**src/rtl/spi_word_fifo.sv**
```systemverilog
// Word-wide TX/RX circular FIFOs bridging a processor bus and an SPI shift core.
// TX words are split into SPI chunks; received chunks are assembled into RX words.
module spi_word_fifo #(
  parameter int unsigned DATA_WIDTH     = 32,
  parameter int unsigned SPI_DATA_WIDTH = 8,
  parameter int unsigned BUF_SIZE       = 16,
  parameter int unsigned ATTR_WIDTH     = 4,
  parameter bit          MSB_FIRST      = 1'b1,
  localparam int unsigned CHUNKS        = DATA_WIDTH / SPI_DATA_WIDTH,
  localparam int unsigned CW            = $clog2(BUF_SIZE + 1)
) (
  input  logic                      clk,
  input  logic                      rst,
  input  logic                      wr,
  input  logic [DATA_WIDTH-1:0]     data_in,
  input  logic                      oe,
  output logic [DATA_WIDTH-1:0]     data_out,
  input  logic [ATTR_WIDTH-1:0]     attr_in,
  output logic [ATTR_WIDTH-1:0]     attr_out,
  output logic [SPI_DATA_WIDTH-1:0] spi_data_send,
  input  logic [SPI_DATA_WIDTH-1:0] spi_data_receive,
  input  logic                      spi_ready,
  output logic [CW-1:0]             tx_count,
  output logic [CW-1:0]             rx_count
);

  localparam int unsigned PW = $clog2(BUF_SIZE);
  localparam int unsigned IW = (CHUNKS > 1) ? $clog2(CHUNKS) : 1;

  logic [DATA_WIDTH-1:0] tx_mem [BUF_SIZE];
  logic [DATA_WIDTH-1:0] rx_mem [BUF_SIZE];
  logic [PW-1:0]         tx_wr_ptr, tx_rd_ptr, rx_wr_ptr, rx_rd_ptr;
  logic [IW-1:0]         tx_idx, rx_idx;
  logic [DATA_WIDTH-1:0] rx_asm, rx_word, tx_head;
  logic                  overflow, flush;
  logic                  tx_last, tx_pop, tx_push, rx_done, rx_pop, rx_push, ovf_evt;
  logic                  unused_attr;

  assign flush       = attr_in[0];
  assign unused_attr = ^attr_in[ATTR_WIDTH-1:1];

  function automatic int unsigned chunk_lsb(input int unsigned k);
    return MSB_FIRST ? (DATA_WIDTH - (k + 1) * SPI_DATA_WIDTH) : (k * SPI_DATA_WIDTH);
  endfunction

  function automatic logic [PW-1:0] ptr_inc(input logic [PW-1:0] p);
    return (p == PW'(BUF_SIZE - 1)) ? '0 : p + PW'(1);
  endfunction

  always_comb begin
    tx_head       = tx_mem[tx_rd_ptr];
    spi_data_send = '0;
    if (tx_count != '0) spi_data_send = tx_head[chunk_lsb(32'(tx_idx)) +: SPI_DATA_WIDTH];
  end

  // Completed word must include the chunk arriving this cycle.
  always_comb begin
    rx_word = rx_asm;
    for (int unsigned k = 0; k < CHUNKS; k++) begin
      if (32'(rx_idx) == k) rx_word[chunk_lsb(k) +: SPI_DATA_WIDTH] = spi_data_receive;
    end
  end

  always_comb begin
    tx_last = (tx_idx == IW'(CHUNKS - 1));
    tx_pop  = spi_ready && (tx_count != '0) && tx_last;
    // A full FIFO still accepts a write when the head leaves in the same cycle.
    tx_push = wr && ((tx_count != CW'(BUF_SIZE)) || tx_pop);
    rx_done = spi_ready && (rx_idx == IW'(CHUNKS - 1));
    rx_pop  = oe && (rx_count != '0);
    rx_push = rx_done && ((rx_count != CW'(BUF_SIZE)) || rx_pop);
    ovf_evt = (wr && !tx_push) || (rx_done && !rx_push);
  end

  always_comb begin
    attr_out    = '0;
    attr_out[0] = (rx_count != '0);
    attr_out[1] = (tx_count == '0);
    attr_out[2] = (tx_count == CW'(BUF_SIZE));
    attr_out[3] = overflow;
  end

  always_ff @(posedge clk) begin
    if (!rst && !flush) begin
      if (tx_push) tx_mem[tx_wr_ptr] <= data_in;
      if (rx_push) rx_mem[rx_wr_ptr] <= rx_word;
    end
  end

  always_ff @(posedge clk) begin
    if (rst) begin
      data_out <= '0;
    end else if (!flush && rx_pop) begin
      data_out <= rx_mem[rx_rd_ptr];
    end
  end

  always_ff @(posedge clk) begin
    if (rst || flush) begin
      tx_wr_ptr <= '0;
      tx_rd_ptr <= '0;
      rx_wr_ptr <= '0;
      rx_rd_ptr <= '0;
      tx_idx    <= '0;
      rx_idx    <= '0;
      tx_count  <= '0;
      rx_count  <= '0;
      rx_asm    <= '0;
      overflow  <= 1'b0;
    end else begin
      if (tx_push) tx_wr_ptr <= ptr_inc(tx_wr_ptr);
      if (spi_ready && (tx_count != '0)) begin
        if (tx_last) begin
          tx_idx    <= '0;
          tx_rd_ptr <= ptr_inc(tx_rd_ptr);
        end else begin
          tx_idx <= tx_idx + IW'(1);
        end
      end
      unique case ({tx_push, tx_pop})
        2'b10:   tx_count <= tx_count + CW'(1);
        2'b01:   tx_count <= tx_count - CW'(1);
        default: tx_count <= tx_count;
      endcase

      if (spi_ready) begin
        rx_asm <= rx_word;
        rx_idx <= rx_done ? '0 : rx_idx + IW'(1);
      end
      if (rx_push) rx_wr_ptr <= ptr_inc(rx_wr_ptr);
      if (rx_pop)  rx_rd_ptr <= ptr_inc(rx_rd_ptr);
      unique case ({rx_push, rx_pop})
        2'b10:   rx_count <= rx_count + CW'(1);
        2'b01:   rx_count <= rx_count - CW'(1);
        default: rx_count <= rx_count;
      endcase

      if (ovf_evt) overflow <= 1'b1;
    end
  end

endmodule

```
**config.mk**
```make
export PLATFORM = sky130hd
export DESIGN_NAME = spi_word_fifo
export DESIGN_NICKNAME = d
export VERILOG_FILES = /design/src/rtl/spi_word_fifo.sv
export SDC_FILE = /design/constraint.sdc
export NUM_CORES = 1
export LEC_CHECK = 0
export CAP_MARGIN = 20
export CELL_PAD_IN_SITES_DETAIL_PLACEMENT = 0
export CELL_PAD_IN_SITES_GLOBAL_PLACEMENT = 1
export CORE_ASPECT_RATIO = 1.25
export CORE_MARGIN = 2
export CORE_UTILIZATION = 57
export CTS_BUF_LIST = sky130_fd_sc_hd__clkbuf_4
export CTS_CLUSTER_DIAMETER = 50
export DETAILED_ROUTE_END_ITERATION = 10
export GPL_TIMING_DRIVEN = 0
export PLACE_DENSITY = 0.94
export SKIP_LAST_GASP = 1
export SLEW_MARGIN = 20
export SYNTH_ARGS = -nofsm -noshare
export SYNTH_HDL_FRONTEND = slang
export SYNTH_SLANG_ARGS = --single-unit
```
**constraint.sdc**
```tcl
create_clock -name clk -period 4.84 [get_ports clk]
set_input_delay 0.968 -clock clk [delete_from_list [all_inputs] [get_ports clk]]
set_output_delay 0.968 -clock clk [all_outputs]
set_load 0.1 [all_outputs]
```
==> results.txt <==
The post-synthesis to final-layout area growth works out to 15.46%. The number of nets in the synthesized netlist is 2078. The tools report the number of filler instances in the final layout as 4546. The run gives 33 as the maximum number of pins on one net before global-route repair.

Along the worst path, the maximum fanout reaches 10. The detailed-routing iteration count for the pre-antenna-repair pass is 6, and the worst-case headroom to the max-slew limit is 0.2095. The tools report the die outline area as 0.07835 mm². STA puts the critical path data arrival time at 3.77 ns. Counting the buffers created by CTS gives 280.

In this run the core area contains 113 standard-cell rows. The power per unit of standard cell area was 372.3 mW/mm². For hold timing, the worst endpoint is rx_asm[4]. Once placement finished, the instance area stood at 0.04636 mm². After synthesis the cells add up to 0.04338 mm². The share of the yosys chip area belonging to registers was 0.7545. The tools report the final hold violation count as 0. Among all flip-flop cells after synthesis, the most frequent one is edfxtp_1. The tools report the nature of the critical path startpoint as a register.

The library cell with the largest summed area after synthesis was edfxtp_1. Across the VDD grid, the largest voltage drop is 298.2 µV. For this block, the routed nets add up to 107000 µm of wire. The post-layout worst setup margin is 0.09996 ns, and the clock latency on the worst-skew pair is 1.15 ns.

The number of pins with negative max-slew slack in the final report is 0, and the flip-flop and latch count after synthesis is 1123. The tools report the number of warnings reported in the yosys synthesis log as 0. The number of different library cells used by synthesis comes to 55. The tools report the first-pass GRT wire length as 155300 µm. For the pin with the worst max-slew slack, the measured transition is 1.182 ns. The top-level I/O count is 103.

In this run the static leakage power is 0.01590 µW. The total routing resource utilization after global routing was 0.2767; the clock transition at the register clock pins on the worst setup and hold paths after CTS was 0.07 ns. Dividing the detail-routed via count by the number of cells gives 6.459. The logs give 0 for the total setup violations reported at the end of the flow and 0 for the max-cap check violation count. The average footprint of a synthesized cell is 21.64 µm², and the post-CTS setup buffer count is 0. In this run the worst setup path begins at tx_idx[0]. Dividing the detail-routed wire length by the instance count gives 29.67 µm. Synthesis produced 2005 cells. Counting every sink on the clock net gives 1123. The worst setup slack for register-to-register paths was 1.22 ns; the post-route non-filler standard cell count was 3608.

The worst hold path belongs to the class register to register. In this run the critical register-to-register path is captured at rx_count[4]. Die width: 250.8 µm. For the setup skew after layout, the log shows 0.09936 ns. After synthesis, the cell types taking the most area are edfxtp_1 71%, mux4_2 15%, dfxtp_1 4.6%.

The worst register-to-register path begins at rx_idx[0]. The count of buffers from port buffering came out at 98. Last weighted congestion value of the routability-driven placer: 0.8270.

Counting tap cells, the placed design contains a total of 3120 instances. Count of flip-flops with a built-in enable after synthesis: 1024. After legalization and detailed placement, the total HPWL measured 65790 µm. For the worst setup path, the data required time is 3.87 ns.

Counting instances, the worst hold path has a depth of 2. Once detail routing completed, the nets flagged for antenna violations numbered 0. The number of buffers on the longest clock path is 4, and the net total in the final layout is 2498.

In the routed design, unresolved DRC markers number 0. The type of the worst setup path was register to primary output. The element type at the critical path end is a primary output. Summing over every cut layer, the via total after detailed routing is 23300. The number of cells on the worst reg-to-reg path is 11.

The tools report the violation count after the first detailed-route iteration as 2811. The share of cells above drive strength 1 came out at 0.3506. From bottom edge to top edge, the die measures 312.4 µm. The run finished with clean final reports.

The run gives 24520 as the via count of the first global-routing pass. The most common cell in the synthesized netlist is edfxtp_1. The effective utilization at floorplan is 0.5735, and the remaining global-route overflow is 0.

The share of Yosys cell area claimed by the top area cell type was 0.7088; the placeable core area was 0.07564 mm². The smallest clock period supported by the final layout is computed as 4.740 ns. The commonest cells after synthesis are 1024 x edfxtp_1, 296 x mux4_2, 99 x dfxtp_1. The fraction of registers with async set or reset after synthesis came out at 0. Based on the critical path, the design can be clocked at up to 211.0 MHz. TritonCTS built the clock tree. The count of hold buffers inserted by post-cts repair is 0. The tools report the origin of the worst min-delay path as rx_asm[4].

The H-tree generated during clock tree synthesis spans 5 levels. The post-route cell area is 0.05009 mm². The run gives 5 as the initial antenna violation count. In this run the clock root is driven by a clkbuf_4. Hold timing on the final database bottoms out at a slack of 0.4591 ns. The post-route fraction of the period consumed by the critical path was 0.9793; the worst setup timing slack at the placement stage was -0.1591 ns.
[metrics by stage]
stage	TNS, ns	total power (µW)	utilization
6_report	0	18650	0.6622
5_1_grt	-0.1858	19250	0.6621
4_1_cts	-0.03479	18730	0.6603
3_5_place_dp	-0.6774	11090	0.6130
3_3_place_gp	-860.45	11070	0.6027
2_1_floorplan	0	10920	-
[timing repair]
item / 4_1_cts / 5_1_grt
resized for setup: 99 / 28
setup endpoints to repair: 8 / 8
pin swaps: 0 / 0
endpoints found under the hold margin: 0 / 0
[registers in the layout, summed over array words and instances, names as in the netlist, 5 cells and up, named ones only]
signal,flops
tx_mem,512
tx_count,5
data_out,32
rx_count,5
rx_asm,32
rx_mem,512
[cells in the final DEF (no fill, tap or decap), types with 5 or more instances in the layout]
cell / instances
a21oi_1: 41
a31oi_1: 5
a32o_1: 32
and2_4: 12
buf_1: 5
buf_12: 14
buf_16: 10
buf_2: 16
buf_4: 32
buf_6: 27
bufinv_16: 5
clkbuf_1: 47
clkbuf_4: 405
clkdlybuf4s50_1: 89
clkinv_1: 54
clkinv_2: 13
dfxtp_1: 98
diode_2: 10
edfxtp_1: 1024
ha_1: 22
inv_1: 14
inv_2: 7
mux2_2: 33
mux2i_1: 65
mux2i_2: 8
mux4_2: 296
nand2_1: 48
nand2b_1: 8
nand3_1: 9
nor2_1: 54
nor2_4: 12
nor3_1: 8
nor3_2: 5
o21ai_0: 9
o21ai_1: 6
o22ai_1: 16
or3_1: 5
xor2_1: 6
[per-layer routing]
layer,part of all wire,up-vias,GRT usage,wire length (µm)
li1,-,9423,-,-
met1,0.33,11910,0.3224,35800
met2,0.53,1652,0.4814,56600
met3,0.093,317,0.06863,9902
met4,0.044,2,0.1354,4719
met5,0.00012,-,0,13
[worst max-delay path by stage]
stage	slack, ns	endpoint	depth (start not counted)
after floorplan	0.18	spi_data_send[2]	4
after global placement	-3.01	rx_mem[3][1]	5
after detailed placement	-0.16	spi_data_send[5]	9
after CTS	-0.03	spi_data_send[6]	10
after global routing	-0.08	spi_data_send[2]	10
final	0.1	spi_data_send[5]	7
[worst max-delay path, cell delays in order, from the launching register on]
cell and delay [ns]:
dfxtp_1 0.37, ha_1 0.47, clkbuf_1 0.60, nand2_1 0.21
nor3_1 0.24, a211oi_1 0.08, a21oi_1 0.37, buf_6 0.29
[cells by family (layout without fill, tap and decap cells)]
family | after synthesis | in the layout | synth area share
flops | 1123 | 1123 | 0.7545
buf+inv | 127 | 743 | 0.01511
fa+ha+maj | 24 | 24 | 0.007268
other cells | 0 | 10 | 0
mux | 405 | 405 | 0.1801
simple gates | 183 | 183 | 0.01967
xor+xnor | 10 | 10 | 0.002019
compound gates | 133 | 133 | 0.02140
[power by group]
part           leakage [µW]  internal, µW  switching (µW)
registers            0.0101         10600            7.83
clock network       0.00207          4070            3690
logic               0.00375          88.6             243
total                0.0159         14700            3940
[layout make-up]
type / instances / area [µm²] / share of cell area
diodes: 10 / 25.02 / 0.0004996
well taps: 977 / 1222 / 0.02440
flip-flops and latches: 1123 / 32730 / 0.6535
inverters: 15 / 56.30 / 0.001124
clock buffers: 400 / 3003 / 0.05995
clock inverters: 78 / 440.4 / 0.008792
plain buffers: 111 / 749.5 / 0.01496
multi-input cells: 755 / 10240 / 0.2045
repair buffers: 139 / 1619 / 0.03232
Power figures use the tool's default switching activity.
